$ cat src/rtl/ads131_pkg.sv
// Shared types and constants for the ADS131A0x frame assembly path.
package ads131_pkg;

   typedef enum logic [1:0] {
      ST_IDLE     = 2'd0,
      ST_STATUS   = 2'd1,
      ST_CHAN     = 2'd2,
      ST_WAIT_END = 2'd3
   } fsm_state_t;

   // Device word sizes selectable through the M1 pin strap.
   localparam int WORD_16 = 16;
   localparam int WORD_24 = 24;
   localparam int WORD_32 = 32;

   localparam logic [15:0] STAT_READY    = 16'h2200;
   localparam logic [7:0]  STAT_READY_HI = 8'h22;

   localparam int DEFAULT_NUM_CH = 4;

endpackage

$ cat src/rtl/ads131_frame_hold.sv
// Output holding register with valid/ready handshake, sequence numbering and
// a saturating count of frames dropped because the consumer was not ready.
module ads131_frame_hold
   import ads131_pkg::*;
#(
   parameter int NUM_CH    = DEFAULT_NUM_CH,
   parameter int WORD_BITS = WORD_16,
   parameter int OUT_BITS  = WORD_24
) (
   input  logic                         clk,
   input  logic                         reset,
   input  logic                         load,
   input  logic [WORD_BITS-1:0]         load_status,
   input  logic [NUM_CH*OUT_BITS-1:0]   load_ch,
   input  logic                         frame_ready,
   output logic                         frame_valid,
   output logic [WORD_BITS-1:0]         status_word,
   output logic [NUM_CH*OUT_BITS-1:0]   ch_data,
   output logic [7:0]                   frame_seq,
   output logic [7:0]                   overrun_cnt
);

   logic [7:0] seq_cnt;

   always_ff @(posedge clk) begin
      if (reset) begin
         frame_valid <= 1'b0;
         status_word <= '0;
         ch_data     <= '0;
         frame_seq   <= '0;
         overrun_cnt <= '0;
         seq_cnt     <= '0;
      end else if (load) begin
         // A ready consumer frees the register in the same cycle, so reload.
         if (!frame_valid || frame_ready) begin
            frame_valid <= 1'b1;
            status_word <= load_status;
            ch_data     <= load_ch;
            frame_seq   <= seq_cnt;
            seq_cnt     <= seq_cnt + 8'd1;
         end else if (overrun_cnt != 8'hFF) begin
            overrun_cnt <= overrun_cnt + 8'd1;
         end
      end else if (frame_valid && frame_ready) begin
         frame_valid <= 1'b0;
      end
   end

endmodule

$ cat src/rtl/ads131_frame_assembler.sv
// Rebuilds status + NUM_CH channel frames from the SPI master's word stream,
// checks frame length and hands complete frames to the output hold register.
module ads131_frame_assembler
   import ads131_pkg::*;
#(
   parameter int NUM_CH    = DEFAULT_NUM_CH,
   parameter int WORD_BITS = WORD_16,
   parameter int OUT_BITS  = WORD_24
) (
   input  logic                         system_clock,
   input  logic                         reset,
   input  logic                         enable,
   input  logic                         frame_start,
   input  logic                         word_valid,
   input  logic [WORD_BITS-1:0]         word_data,
   input  logic                         frame_end,
   output logic                         frame_valid,
   input  logic                         frame_ready,
   output logic [WORD_BITS-1:0]         status_word,
   output logic [NUM_CH*OUT_BITS-1:0]   ch_data,
   output logic [7:0]                   frame_seq,
   output logic                         err_len,
   output logic [7:0]                   overrun_cnt
);

   localparam int IDX_W = (NUM_CH > 1) ? $clog2(NUM_CH) : 1;

   fsm_state_t                  state;
   logic [IDX_W-1:0]            ch_idx;
   logic [WORD_BITS-1:0]        shadow_status;
   logic [WORD_BITS-1:0]        shadow_ch [NUM_CH];

   logic                        last_word;
   logic                        commit;
   logic [WORD_BITS-1:0]        chan_word;
   logic [NUM_CH*OUT_BITS-1:0]  commit_ch;

   // The final channel word may arrive together with frame_end; it is taken
   // straight from word_data since the shadow slot only updates at the edge.
   always_comb begin
      last_word = (state == ST_CHAN) && word_valid && (ch_idx == IDX_W'(NUM_CH - 1));
      commit    = enable && frame_end && !frame_start &&
                  (last_word || ((state == ST_WAIT_END) && !word_valid));
      chan_word = '0;
      commit_ch = '0;
      for (int unsigned i = 0; i < NUM_CH; i++) begin
         chan_word = (last_word && (int'(i) == NUM_CH - 1)) ? word_data : shadow_ch[i];
         commit_ch[i*OUT_BITS +: OUT_BITS] = OUT_BITS'($signed(chan_word));
      end
   end

   always_ff @(posedge system_clock) begin
      if (reset) begin
         state         <= ST_IDLE;
         ch_idx        <= '0;
         err_len       <= 1'b0;
         shadow_status <= '0;
         for (int unsigned i = 0; i < NUM_CH; i++) shadow_ch[i] <= '0;
      end else begin
         err_len <= 1'b0;
         if (!enable) begin
            state  <= ST_IDLE;
            ch_idx <= '0;
         end else if (frame_start) begin
            err_len <= (state != ST_IDLE);
            state   <= ST_STATUS;
            ch_idx  <= '0;
         end else begin
            case (state)
               ST_IDLE: ;
               ST_STATUS: begin
                  if (word_valid) begin
                     shadow_status <= word_data;
                     ch_idx        <= '0;
                     state         <= frame_end ? ST_IDLE : ST_CHAN;
                     err_len       <= frame_end;
                  end else if (frame_end) begin
                     state   <= ST_IDLE;
                     err_len <= 1'b1;
                  end
               end
               ST_CHAN: begin
                  if (word_valid) begin
                     shadow_ch[ch_idx] <= word_data;
                     if (last_word) begin
                        state <= frame_end ? ST_IDLE : ST_WAIT_END;
                     end else begin
                        ch_idx <= ch_idx + 1'b1;
                        if (frame_end) begin
                           state   <= ST_IDLE;
                           err_len <= 1'b1;
                        end
                     end
                  end else if (frame_end) begin
                     state   <= ST_IDLE;
                     err_len <= 1'b1;
                  end
               end
               ST_WAIT_END: begin
                  if (word_valid) begin
                     state   <= ST_IDLE;
                     err_len <= 1'b1;
                  end else if (frame_end) begin
                     state <= ST_IDLE;
                  end
               end
               default: state <= ST_IDLE;
            endcase
         end
      end
   end

   ads131_frame_hold #(
      .NUM_CH    (NUM_CH),
      .WORD_BITS (WORD_BITS),
      .OUT_BITS  (OUT_BITS)
   ) u_hold (
      .clk         (system_clock),
      .reset       (reset),
      .load        (commit),
      .load_status (shadow_status),
      .load_ch     (commit_ch),
      .frame_ready (frame_ready),
      .frame_valid (frame_valid),
      .status_word (status_word),
      .ch_data     (ch_data),
      .frame_seq   (frame_seq),
      .overrun_cnt (overrun_cnt)
   );

endmodule

$ cat config.mk
export PLATFORM = sky130hd
export DESIGN_NAME = ads131_frame_assembler
export DESIGN_NICKNAME = d
export VERILOG_FILES = /design/src/rtl/ads131_pkg.sv /design/src/rtl/ads131_frame_hold.sv /design/src/rtl/ads131_frame_assembler.sv
export SDC_FILE = /design/constraint.sdc
export NUM_CORES = 1
export LEC_CHECK = 0
export ABC_AREA = 1
export BUFFER_PORTS_ARGS = -buffer_cell sky130_fd_sc_hd__buf_2
export CAP_MARGIN = 10
export CORE_MARGIN = 2
export CORE_UTILIZATION = 32
export CTS_CLUSTER_SIZE = 30
export DETAILED_ROUTE_END_ITERATION = 10
export SLEW_MARGIN = 20
export SYNTH_ARGS = -nofsm -noshare
export SYNTH_HDL_FRONTEND = slang
export SYNTH_HIERARCHICAL = 1
export SYNTH_SLANG_ARGS = --single-unit
export TNS_END_PERCENT = 5
$ cat constraint.sdc
create_clock -name system_clock -period 2.2 [get_ports system_clock]
set_input_delay 0.11 -clock system_clock [delete_from_list [all_inputs] [get_ports system_clock]]
set_output_delay 0.11 -clock system_clock [all_outputs]
set_load 0.02 [all_outputs]
After elaboration in Yosys (flattened, before gate mapping)
Memories as Yosys holds them, arrays and structs flattened. A register that Yosys moved wholly into a read port is not among the register bits.
Cells that the tools add are included.
{"block": "totals", "register_bits": 150, "mem_bits_rw": 64, "inputBits": 23, "out_inout_bits": 130, "wordCells": 86, "n_memories": 1}
{"block": "classes", "addsub": 3, "n_eq_ne": 9, "n_mux": 34, "bitwise_logic": 3, "n_reduce_logical": 25}
{"memory": "shadow_ch", "depth": 4, "width": 16, "rd": 4, "rd_ports_with_merged_regs": 1, "wr": 4, "line_no": "ads131_frame_assembler.sv:31", "source": "logic [WORD_BITS-1:0] shadow_ch [NUM_CH];"}
{"op": "$mux W16", "count": 2}
{"op": "$mux W2", "count": 11}
{"op": "$mux W1", "count": 18}
{"op": "$add A8 B1 Y8 const B", "count": 2}
{"op": "$reduce_or A16 Y1", "count": 1}
{"op": "$ne A8 B8 Y1 const B", "count": 1}
{"op": "$reduce_and A4 Y1", "count": 2}
{"op": "$logic_and A1 B1 Y1", "count": 7}
{"op": "$eq A2 B2 Y1 const B", "count": 3}
{"op": "$ne A2 B2 Y1 const B", "count": 3}
{"op": "$pmux W2 S3", "count": 1}
{"op": "$reduce_bool A2 Y1", "count": 3}
{"op": "$pmux W2 S2", "count": 1}
{"op": "$reduce_and A2 Y1", "count": 2}
{"op": "$reduce_bool A4 Y1", "count": 1}
{"op": "$logic_not A1 Y1", "count": 3}
{"op": "$not A1 Y1", "count": 3}
{"op": "$pmux W1 S3", "count": 1}
{"op": "$reduce_and A3 Y1", "count": 1}
{"op": "$reduce_bool A3 Y1", "count": 1}
{"op": "$reduce_or A3 Y1", "count": 1}
{"op": "$add A2 B1 Y2 const B", "count": 1}
{"op": "$eq A2 B1 Y1 const B", "count": 1}
{"op": "$logic_or A1 B1 Y1", "count": 2}
{"op": "2 further kinds", "count": 2}

Logic depth before layout (Yosys ltp)
Gate-level depths: netlist (run 1).
{"block": "depth", "word_depth": 8, "ltp_mapped": 12, "depth_no_buf": 12}

Hierarchy
Netlist (run 1), hierarchy kept.
{"mod": "ads131_frame_hold", "instances": 1, "cells_per_inst": 648, "area_each_um2": 4913.5, "seq_area_each_um2": 2742.6}
{"mod": "ads131_frame_assembler", "instances": 1, "cells_per_inst": 316, "area_each_um2": 3387.0, "seq_area_each_um2": 2342.2}

Worst setup path before layout (run 1)
No wires, ideal clock.
{"block": "synth_path", "kind": "reg2reg", "startpoint": "register ch_idx[1]", "endpoint": "register u_hold.ch_data[59]", "setup_time_ps": 64, "arrival_ps": 2105, "t_required_ps": 2136, "setup_slack_ps": 31, "stages_incl_launch_ff": 11, "n_path_buf": 3, "period_less_slack_ps": 2169, "cell_sequence": "dfxtp_1 -> ha_1 -> nand4_1 -> clkbuf_1 -> a21oi_1 -> inv_1 -> a21oi_4 -> buf_4 -> buf_2 -> nor2_1 -> nor2_1"}
{"block": "synth_via", "elab_chain_len": 5}
{"item": "start, declared", "line_no": "ads131_frame_assembler.sv:29", "source": "logic [IDX_W-1:0] ch_idx;"}
{"item": "start signal, assigned", "line_no": "ads131_frame_assembler.sv:88", "source": "ch_idx <= ch_idx + 1'b1;"}
{"item": "$eq A2 B2 Y1", "line_no": "ads131_frame_assembler.sv:41", "source": "last_word = (state == ST_CHAN) && word_valid && (ch_idx == IDX_W'(NUM_CH - 1));"}
{"item": "$logic_and A1 B1 Y1", "line_no": "ads131_frame_assembler.sv:41"}
{"item": "$logic_or A1 B1 Y1", "line_no": "ads131_frame_assembler.sv:43", "source": "(last_word || ((state == ST_WAIT_END) && !word_valid));"}
{"item": "$logic_and A1 B1 Y1", "line_no": "ads131_frame_assembler.sv:42", "source": "commit = enable && frame_end && !frame_start &&"}
{"item": "net commit", "line_no": "ads131_frame_assembler.sv:34", "source": "logic commit;"}
{"item": "$reduce_and A2 Y1 (no source line)"}
{"item": "end signal, assigned", "line_no": "ads131_frame_hold.sv:38", "source": "ch_data <= load_ch;"}
{"item": "end, declared", "line_no": "ads131_frame_hold.sv:18", "source": "output logic [NUM_CH*OUT_BITS-1:0] ch_data,"}
The timed path passes the listed nets, and every way through them passes these cells.
A chain may end at the register's enable or synchronous reset.

Final worst setup path (run 1)
{"block": "layout_path", "startpoint": "register state[1]", "endpoint": "register u_hold.ch_data[32]"}
{"block": "layout_via", "elab_chain_len": 6, "word_cells_on_any_way": 8, "cone_classes": "eq/ne: 2; reduce/logical: 6"}
{"item": "start, declared", "line_no": "ads131_frame_assembler.sv:28", "source": "fsm_state_t state;"}
{"item": "start signal, assigned", "line_no": "ads131_frame_assembler.sv:75", "source": "state <= frame_end ? ST_IDLE : ST_CHAN;"}
{"item": "start signal, assigned", "line_no": "ads131_frame_assembler.sv:86", "source": "state <= frame_end ? ST_IDLE : ST_WAIT_END;"}
{"item": "$eq A2 B2 Y1", "line_no": "ads131_frame_assembler.sv:41"}
{"item": "$logic_and A1 B1 Y1 (2 in series)", "line_no": "ads131_frame_assembler.sv:41"}
{"item": "$logic_or A1 B1 Y1 *", "line_no": "ads131_frame_assembler.sv:43"}
{"item": "$logic_and A1 B1 Y1 *", "line_no": "ads131_frame_assembler.sv:42"}
{"item": "net commit", "line_no": "ads131_frame_assembler.sv:34"}
{"item": "$reduce_and A2 Y1 (no source line) *"}
The timed path passes the listed nets; every way through them passes the cells marked *.

==> impl_metrics.csv, run 1 <==
group,metric,value,unit
final_layout,final_area,10500,um^2
final_layout,area_growth,26.5,%
drt,viasPerCell,4.56,
sta,hold_viol_final,0,
synth,synth_seq_cells,222,
worst_hold_path,hp-class,"primary input to register",
sta,finClkSkew,0.00636,ns
drt,vias,6760,
die,start_util,32.8,%
flow_run,max-cap-violations,0,
power_and_ir_drop,clock_power_share,47.4,%
global_route,overflow,0,
sta,tns,0,ns
cts,cts_tree,"yes",
power_and_ir_drop,p_int,6.80,mW
sta,max_freq,496,MHz
cts,post-cts-setup-buffers,0,
synth,synthCells,964,
synth,ys_warn_count,6,
drt,ant_nets,0,
power_and_ir_drop,power.density,823,nW/um^2
worst_setup_path,path_class,"register to register",
drt,firstDrtPassIters,9,
cts,htreeDepth,1,
drt,wl_per_cell,14.4,um
synth,synth.cell_area,8300,um^2
status,run_status,"finished clean",
synth,synth.avg_cell_area,8.61,um^2
power_and_ir_drop,swShare,21.3,%
die,die_x,165,um
cts,root_buffer,"clkbuf_16",
power_and_ir_drop,p_leak,4.56,nW
sta,tightestPinTransition,0.634,ns
power_and_ir_drop,total_power,8.64,mW
final_layout,multi_input_area,2790,um^2
synth,synth_nets,990,
final_layout,nets,1160,
sta,max-slew-margin-rel,57.5,%
sta,rsz0062_at_grt,"false",
placed_design,place_congestion,0.799,
cts,path_clk_slew,0.06,ns
worst_setup_path,path_cells,"nand4_1, a21oi_1, buf_4, nand2_4, buf_12, o21ai_0, nor2_1",
power_and_ir_drop,combPwrFrac,3.2,%
global_route,grt_pass1_vias,6076,
drt,remaining_drc_errors,0,
sta,slew_viol_final,0,
placed_design,placed_area,9460,um^2
worst_setup_path,cp-end-kind,"register",
die,die_y,165,um
power_and_ir_drop,power.switching,1.84,mW
cts,clk_latency,0.51,ns
placed_design,detailed_place_hpwl,14300,um
synth,synth.distinct_cells,24,
global_route,antenna_found_initial,0,
worst_setup_path,slowest_delay,0.51,ns
worst_setup_path,worst_setup_path_start_kind,"register",
global_route,grt_pass1_wl,32800,um
drt,drtIter0Drc,523,
synth,ys_seq_area_share,61.3,%
power_and_ir_drop,peakVddDrop,0.487,mV
final_layout,seqCellArea,5090,um^2
cts,clock_sinks,222,
final_layout,final_layout_size_suffix_gt1_share,19.9,%
worst_setup_path,worstPathMaxFanout,104,
global_route,grt_max_degree,105,
cts,cts_buffer_depth,3,
worst_setup_path,worstPathRequired,2.60,ns
placed_design,port-buffer-count,152,
worst_setup_path,path_buf_inv,2,
die,row_count,58,
cts,cts_buffers,26,
power_and_ir_drop,power_frac_seq,49.4,%
sta,post-route-period-util,91.6,%
worst_setup_path,crit_arrival,2.42,ns
global_route,grt_use_total,15.3,%
drt,wirelength,21400,um
die,pin_count,153,
worst_setup_path,crit_path_top_delay_cell,"dfxtp_1",
die,core_area,25300,um^2
sta,setup_violations,0,
worst_setup_path,critPathTopFamily,"flip-flops",
die,dieArea,27200,um^2
sta,finalCriticalPeriod,2.02,ns
final_layout,n_antenna_cell,0,
final_layout,fillCellCount,2547,
-- tightest hold or removal path: stages --
cell,delay [ns]
buf_2,0.09
inv_1,0.08
nand2_1,0.15
a21oi_1,0.08
-- repair_timing --
item | in CTS | in global routing
endpoints found under the hold margin | 25 | 0
endpoints found under the setup margin | 0 | 15
gates resized for setup | 0 | 3
hold buffers | 21 | 0
-- cell usage in the layout (no fill, tap or decap), types with 10 or more instances in the layout --
cell type      count
nand2_1           60
inv_1             43
buf_4             17
clkbuf_1          10
nand3_1           17
clkbuf_16         29
nor2_1           361
dfxtp_1          157
o21ai_0          158
a21oi_1           16
dlygate4sd3_1     21
edfxtp_1          64
buf_2            152
-- power by group through the flow --
stage | logic [mW] | registers [mW] | clock network [mW]
global placement | 0.251 | 4.35 | 0
floorplan | 0.140 | 4.35 | 0
finish | 0.278 | 4.27 | 4.10
detailed placement | 0.252 | 4.35 | 0
global route | 0.312 | 4.27 | 4.39
CTS | 0.281 | 4.27 | 4.22
-- cell families (layout without fill, tap and decap cells) --
logic type	count (synthesis)	in the layout	share of synthesized area, %
DFF	222	222	61.3
buffers and inverters	102	292	5.25
AOI/OAI and AO/OA	180	180	11.0
adders and majority gates	3	3	0.452
and+or+nand+nor	457	457	22.0
-- registers in the layout (all words and copies together) (netlist names) --
signal,cells
u_hold/ch_data,96
shadow_ch,64
shadow_status,16
u_hold/status_word,16
u_hold/frame_seq,8
u_hold/overrun_cnt,8
u_hold/seq_cnt,8
ch_idx,2
state,2
err_len,1
u_hold/frame_valid,1
-- routing by layer --
metal	up-vias	wire length [um]	global-route usage, %	share of wire (%)
met5	-	0	0	0
met4	0	546	4.78	2.6
met3	38	1350	2.95	6.3
met2	172	9670	24.3	45
met1	3095	9830	21.0	46
li1	3455	-	-	-
-- cells in the mapped netlist --
library cell	number	share of area [%]
nand3_4	1	0.21
nor2_4	3	0.41
nand2_2	2	0.15
nor2_1	361	16
o21ai_0	161	9.7
dfxtp_1	158	38
buf_6	2	0.27
buf_2	8	0.48
ha_1	3	0.45
clkbuf_2	1	0.060
buf_4	7	0.63
nand4_2	1	0.15
a21oi_1	16	0.96
nand3_1	17	1.0
edfxtp_1	64	23
nand2_4	3	0.41
a21boi_0	2	0.18
nor3_1	3	0.18
inv_1	44	2.0
a21oi_4	1	0.20
inv_2	5	0.23
nand4_1	5	0.38
clkbuf_1	35	1.6
nand2_1	61	2.8
-- final timing paths --
kind                              end  cells past startpoint  slack (ns)                start
setup reg to reg   u_hold/ch_data[32]                      7        0.18             state[1]
setup / recovery   u_hold/ch_data[32]                      7        0.18             state[1]
hold / removal     u_hold/frame_valid                      4        0.03          frame_ready
hold reg to reg   u_hold/frame_seq[6]                      2        0.47  u_hold/frame_seq[6]
-- per-stage QoR --
step	hold WS (ns)	instances	util [%]	setup WS, ns
6_report	0.0339	1484	41.4	0.184
5_1_grt	0.0391	1484	41.4	0.0298
4_1_cts	0.0103	1484	41.4	0.0931
3_5_place_dp	0.369	1415	37.3	0.101
3_3_place_gp	0.350	1415	37.3	0.153
2_1_floorplan	0.179	964	-	0.0310
-- layout make-up --
cell class | count | area share (%)
Multi-Input combinational cell | 640 | 26.6
Timing Repair Buffer | 195 | 11.4
Tap cell | 330 | 3.93
Clock buffer | 41 | 7.53
Inverter | 49 | 1.75
Clock inverter | 7 | 0.346
Sequential cell | 222 | 48.5
Note: power is estimated with default switching activity, not from simulation.
==> run 2, diff against run 1 <==
- ABC_AREA: 1 -> default
- SLEW_MARGIN: 20 -> default
==> run 2 against run 1 <==
  * Flip-flop and latch count unchanged
  * Non-clock buffer count up 4
  * Via count up 7.6%
  * Critical path depth grew 2
  * Global-route usage increased by 1.4 points
  * Die area rose by 9.2%
  * Total power decreased by 0.33%
  * Routed wire length is 19% higher
  * Combinational power shrank 12%
  * Register-to-register slack worse by 0.08 ns
  * Worst setup slack worse by 0.084 ns
  * Largest cell class unchanged
  * Highest routed layer unchanged
==> impl_metrics.csv, run 2 <==
group,metric,value,unit
placed_design,placed_area,10300,um^2
global_route,grt_max_degree,184,
synth,yosys-top-cells-count,"dfxtp_1, a21oi_1, o21ai_0",
placed_design,place_congestion,0.766,
flow_run,max-cap-violations,0,
worst_setup_path,rrSetupSlack,0.1,ns
drt,route.met2.wl,12000,um
die,row_count,61,
cts,htreeDepth,1,
power_and_ir_drop,p_leak,4.27,nW
cts,clock_sinks,222,
drt,drt-met1-wl,11200,um
worst_setup_path,path_class,"register to register",
synth,synthCells,913,
power_and_ir_drop,clock_power_share,47.7,%
power_and_ir_drop,power.switching,1.86,mW
sta,setup_violations,0,
final_layout,reg.largest.list,"u_hold/ch_data (96), shadow_ch (64)",
final_layout,final_area,11300,um^2
die,dieArea,29800,um^2
final_layout,seqCellArea,5090,um^2
drt,firstDrtPassIters,5,
worst_setup_path,slowest_delay,0.36,ns
final_layout,final_common_cell,"dfxtp_1",
final_layout,layoutNonFillerInstCount,1452,
worst_setup_path,crit_arrival,2.52,ns
power_and_ir_drop,swShare,21.6,%
drt,viasPerCell,5.01,
die,die_y,173,um
synth,synth.avg_cell_area,9.95,um^2
power_and_ir_drop,power_frac_seq,49.4,%
placed_design,port-buffer-count,152,
cts,root_buffer,"clkbuf_16",
final_layout,final_cell_mix,"dfxtp_1, buf_2, a21oi_1",
final_layout,nets,1079,
sta,max-slew-margin-rel,39.8,%
drt,drtIter0Drc,644,
sta,finalCriticalPeriod,2.10,ns
drt,vias,7273,
worst_setup_path,r2r_start,"ch_idx[0]",
synth,synthTopCellsByArea,"dfxtp_1, edfxtp_1, a21oi_1",
global_route,grt_pass1_vias,6880,
worst_setup_path,crit_end,"u_hold/overrun_cnt[0]",
die,pin_count,153,
final_layout,largest-register,"u_hold/ch_data",
sta,post-route-period-util,95.5,%
synth,synth_flop_cell,"dfxtp_1",
synth,synth.distinct_cells,50,
drt,ant_nets,0,
cts,cts_buffer_depth,3,
die,die_x,173,um
cts,cts_tree,"yes",
final_layout,area_growth,24.2,%
drt,wl_met3,1310,um
synth,ys_seq_area_share,56.0,%
final_layout,fillCellCount,2754,
worst_setup_path,reg2reg_to,"u_hold/overrun_cnt[0]",
drt,wirelength,25400,um
worst_setup_path,worstPathRequired,2.62,ns
sta,slew_viol_final,0,
synth,synth_seq_cells,222,
global_route,antenna_found_initial,2,
placed_design,detailed_place_hpwl,15400,um
drt,remaining_drc_errors,0,
sta,rsz0062_at_grt,"true",
power_and_ir_drop,combPwrFrac,2.9,%
die,start_util,32.6,%
final_layout,final_layout_size_suffix_gt1_share,24.3,%
power_and_ir_drop,p_int,6.76,mW
final_layout,largest_register_ffs,96,
synth,synth_top_area_share,34.8,%
power_and_ir_drop,peakVddDrop,0.490,mV
sta,hold_viol_final,0,
die,core_area,27900,um^2
cts,cts_buffers,25,
synth,synth.cell_area,9090,um^2
sta,tightestPinTransition,0.903,ns
synth,synth_edf_count,64,
worst_setup_path,path_cells,"ha_2, nand2_1, o21ai_1, nor4bb_4, buf_4, buf_6, nand3b_1, a21oi_1, mux2_2",
status,run_status,"finished clean",
drt,top_layer,"met4",
placed_design,place_inst,1383,
sta,worst_slack,0.0999,ns
worst_setup_path,cp-end-kind,"register",
placed_design,post-place-ws,-0.0887,ns
worst_hold_path,hp-class,"primary input to register",
synth,async_reset_ff_share,0,%
final_layout,multi_input_area,3670,um^2
power_and_ir_drop,power.density,763,nW/um^2
worst_setup_path,crit_path_top_delay_cell,"mux2_2",
cts,clk_latency,0.53,ns
cts,path_clk_slew,0.06,ns
worst_setup_path,reg2regPathDepth,9,
global_route,grt_pass1_wl,40000,um
sta,max_freq,476,MHz
worst_setup_path,worstPathMaxFanout,4,
synth,yosys.area.top_type,"dfxtp_1",
global_route,overflow,0,
drt,wl_per_cell,17.5,um
worst_setup_path,crit_start,"ch_idx[0]",
synth,synth_nets,939,
sta,finClkSkew,0.0181,ns
global_route,grt_use_total,16.6,%
synth,ys_warn_count,6,
synth,yosysMostFrequentCell,"dfxtp_1",
worst_setup_path,worst_setup_path_start_kind,"register",
## run 2: cell types whose count changed in the layout (fill, tap and decap cells not counted), moves of 8 or more
cell	change
nand2b_1	+36
nand2_1	-54
a21oi_1	+112
nor2_1	-353
mux2i_1	+17
mux2_2	+20
o21ai_0	-42
inv_1	-40
and2_1	+66
nand3_1	+107
nor2b_1	+8
## run 2: metrics by stage
step / hold WS, ns / setup TNS [ns] / power (mW) / util (%)
floorplan: 0.188 / 0 / 4.45 / -
global placement: 0.350 / -0.0642 / 4.57 / 36.8
detailed placement: 0.361 / -2.83 / 4.57 / 36.8
CTS: 0.0144 / 0 / 8.70 / 40.4
global route: 0.0543 / -0.0930 / 8.88 / 40.5
finish: 0.0225 / 0 / 8.61 / 40.5
## run 2: kinds of logic (layout without fill, tap and decap cells)
kind of cell	count (synthesis)	after routing	synth area share [%]
simple gates	288	288	19.0
compound gates	268	268	15.3
flops	222	222	56.0
buf+inv	90	249	4.37
mux	41	41	4.85
fa+ha+maj	3	3	0.413
xor+xnor	1	1	0.0964
other cells	0	2	0
## run 2: area by class of cell
class / count / area share [%]
sequential: 222 / 45.1
tap: 378 / 4.19
antenna: 2 / 0.0443
multi-input combinational: 601 / 32.5
clock inverter: 9 / 0.865
clock buffer: 37 / 6.21
inverter: 4 / 0.177
timing repair buffer: 199 / 10.9
## run 2: repair_timing
item	4_1_cts	5_1_grt
setup buffers	1	1
hold endpoints to repair	21	0
gates resized for setup	1	14
pin swaps	0	1
setup endpoints to repair	114	68
hold buffers	19	0
## run 2: worst min-delay path by stage
stage,endpoint,startpoint,slack (ns),depth (start not counted)
after floorplan,state[1],frame_start,0.19,1
after global placement,state[1],frame_end,0.35,2
after detailed placement,state[1],frame_end,0.36,2
after CTS,shadow_status[3],word_data[3],0.01,3
after global routing,shadow_status[3],word_data[3],0.05,3
final,shadow_status[3],word_data[3],0.02,3
## run 2: layer usage
| layer | track usage [%] | vias up |
|---|---|---|
| met5 | 0 | - |
| met4 | 6.59 | 0 |
| met3 | 2.74 | 51 |
| met2 | 26.2 | 178 |
| met1 | 22.8 | 3490 |
| li1 | - | 3554 |
## run 2: power by group through the flow
stage | Clock (mW) | Sequential, mW | Combinational, mW
detailed placement | 0 | 4.35 | 0.224
CTS | 4.19 | 4.26 | 0.250
finish | 4.11 | 4.26 | 0.246
global route | 4.36 | 4.26 | 0.266
floorplan | 0 | 4.34 | 0.112
global placement | 0 | 4.34 | 0.225
## run 2: critical path, delay by kind of cell, from the launching register on
family	cells	cell delay, ns
AO/OA/AOI/OAI	2	0.36
adder cells (fa/ha/maj)	1	0.17
buffers and inverters	2	0.32
flip-flops	1	0.34
multiplexers	1	0.36
AND/OR/NAND/NOR	3	0.45
==> run 3, diff against run 2 <==
- BUFFER_PORTS_ARGS: -buffer_cell sky130_fd_sc_hd__buf_2 -> -buffer_cell sky130_fd_sc_hd__clkbuf_2
- CTS_BUF_LIST: default -> sky130_fd_sc_hd__clkbuf_2
==> run 3 against run 2 <==
  * Sequential share of layout area rose by 0.39 points
  * Via count rose by 4.1%
  * Routed wire length fell by 0.84%
  * Global-route usage fell by 0.26 points
  * Clock-buffer cell count rose by 60
==> impl_metrics.csv, run 3 (synthesis results as in run 2) <==
group,metric,value,unit
worst_setup_path,path_class,"register to register",
drt,vias,7572,
worst_setup_path,slowest_delay,0.36,ns
sta,setup_violations,0,
die,dieArea,29800,um^2
drt,drtIter0Drc,598,
power_and_ir_drop,power_frac_seq,57.5,%
final_layout,largest_register_ffs,96,
die,start_util,32.6,%
worst_setup_path,crit_path_top_delay_cell,"dfxtp_4",
worst_hold_path,whs_path_depth,3,
global_route,grt_use_total,16.4,%
worst_hold_path,hp-class,"primary input to register",
status,run_status,"finished clean",
drt,wl_per_cell,16.6,um
worst_hold_path,worstHoldStart,"reset",
placed_design,post-place-ws,-0.0856,ns
power_and_ir_drop,swShare,24.5,%
cts,path_clk_slew,0.10,ns
power_and_ir_drop,p_int,5.58,mW
cts,cts_buffer_depth,3,
final_layout,multi_input_area,3680,um^2
sta,finalCriticalPeriod,2.09,ns
die,row_count,61,
final_layout,layoutNonFillerInstCount,1524,
worst_setup_path,worst_setup_path_start_kind,"register",
sta,post-route-period-util,94.8,%
placed_design,detailed_place_hpwl,15700,um
worst_setup_path,worstPathRequired,2.88,ns
drt,remaining_drc_errors,0,
drt,viasPerCell,4.97,
worst_setup_path,reg2regPathDepth,9,
cts,cts_tree,"yes",
sta,hold_ws,0.129,ns
die,die_y,173,um
global_route,grt_max_degree,127,
placed_design,port-buffer-count,152,
worst_setup_path,worstPathMaxFanout,4,
drt,wirelength,25200,um
final_layout,final_cell_mix,"clkbuf_2, dfxtp_1, a21oi_1",
die,core_area,27900,um^2
sta,max_freq,479,MHz
power_and_ir_drop,combPwrFrac,3.4,%
global_route,overflow,0,
sta,hold_viol_final,0,
worst_setup_path,rrSetupSlack,0.11,ns
sta,tightestPinTransition,0.548,ns
final_layout,largest-register,"u_hold/ch_data",
placed_design,place_congestion,0.770,
sta,worst_slack,0.114,ns
placed_design,placed_area,10300,um^2
worst_setup_path,path_common_cell,"buf_4",
cts,htreeDepth,2,
final_layout,area_growth,23.2,%
drt,firstDrtPassIters,5,
cts,clk_latency,0.83,ns
worst_setup_path,r2r_start,"ch_idx[0]",
worst_setup_path,reg2reg_to,"u_hold/overrun_cnt[3]",
sta,tns,0,ns
sta,slew_viol_final,0,
placed_design,place_inst,1389,
cts,root_buffer,"clkbuf_2",
worst_hold_path,whs_endpoint,"u_hold/status_word[7]",
worst_setup_path,crit_arrival,2.76,ns
final_layout,final_common_cell,"clkbuf_2",
power_and_ir_drop,peakVddDrop,0.286,mV
cts,cts_buffers,57,
die,die_x,173,um
final_layout,reg.largest.list,"u_hold/ch_data (96), shadow_ch (64)",
final_layout,seqCellArea,5090,um^2
sta,finClkSkew,0.0633,ns
power_and_ir_drop,power.switching,1.81,mW
global_route,antenna_found_initial,3,
sta,max-slew-margin-rel,63.5,%
final_layout,final_layout_size_suffix_gt1_share,29.0,%
final_layout,fillCellCount,2813,
die,pin_count,153,
sta,rsz0062_at_grt,"true",
power_and_ir_drop,power.density,660,nW/um^2
power_and_ir_drop,p_leak,4.27,nW
power_and_ir_drop,clock_power_share,39.0,%
final_layout,final_area,11200,um^2
global_route,grt_pass1_vias,7123,
global_route,grt_pass1_wl,39400,um
worst_setup_path,cp-end-kind,"register",
drt,ant_nets,0,
cts,clock_sinks,222,
flow_run,max-cap-violations,0,
final_layout,nets,1127,
worst_setup_path,path_cells,"ha_2, nand2_1, o21ai_1, nor4bb_4, buf_4, buf_4, nand3b_1, a211oi_2, mux2_2",
## run 3: cell count changes in the layout (fill, tap and decap cells not counted), sizes merged
cell	delta
clkbuf	+211
clkinvlp	+1
bufinv	-1
clkinv	-3
buf	-146
dlygate4sd3	+11
diode	-1
## run 3: worst max-delay path: cells and delay by family, from the launching register on
family	cells	cell delay, ns
AOI/OAI and AO/OA	2	0.35
adders and majority gates	1	0.17
buffers and inverters	2	0.31
DFF	1	0.36
muxes	1	0.35
and+or+nand+nor	3	0.46
## run 3: final cells by class
cell class	instances	share of cell area [%]
Clock buffer	97	4.34
Multi-Input combinational cell	601	32.9
Clock inverter	6	0.481
Sequential cell	222	45.5
Timing Repair Buffer	215	12.4
Inverter	4	0.157
Tap cell	378	4.23
Antenna cell	1	0.0224
## run 3: how the worst max path moves through the flow
| stage | slack, ns | start | depth (start not counted) | endpoint |
|---|---|---|---|---|
| after floorplan | 0.03 | ch_idx[0] | 10 | u_hold/seq_cnt[7] |
| after global placement | -0.06 | ch_idx[0] | 8 | u_hold/ch_data[33] |
| after detailed placement | -0.09 | ch_idx[0] | 8 | u_hold/ch_data[65] |
| after CTS | 0.006 | ch_idx[0] | 7 | u_hold/seq_cnt[6] |
| after global routing | -0.04 | ch_idx[0] | 9 | u_hold/overrun_cnt[3] |
| final | 0.11 | ch_idx[0] | 9 | u_hold/overrun_cnt[3] |
## run 3: layer usage
| layer | wire length, um | GRT usage (%) |
|---|---|---|
| met1 | 11200 | 21.5 |
| met2 | 12100 | 26.6 |
| met3 | 1270 | 3.21 |
| met4 | 646 | 6.30 |
| met5 | 0 | 0 |
## run 3: repair_timing
item | CTS | global route
hold endpoints to repair | 215 | 0
hold buffers | 30 | 0
setup endpoints to repair | 90 | 119
pin swaps | 0 | 2
gates cloned | 0 | 0
gates resized for setup | 1 | 12
setup buffers | 0 | 1
## run 3: power by group through the flow
stage	Combinational, mW	Sequential, mW	Clock (mW)
2_1_floorplan	0.112	4.34	0
3_3_place_gp	0.222	4.34	0
3_5_place_dp	0.224	4.35	0
4_1_cts	0.259	4.25	3.01
5_1_grt	0.275	4.26	3.24
6_report	0.254	4.25	2.88
## run 3: through the flow
stage / total power [mW] / utilization [%]
2_1_floorplan: 4.45 / -
3_3_place_gp: 4.57 / 37.0
3_5_place_dp: 4.57 / 37.0
4_1_cts: 7.52 / 40.0
5_1_grt: 7.77 / 40.2
6_report: 7.39 / 40.2
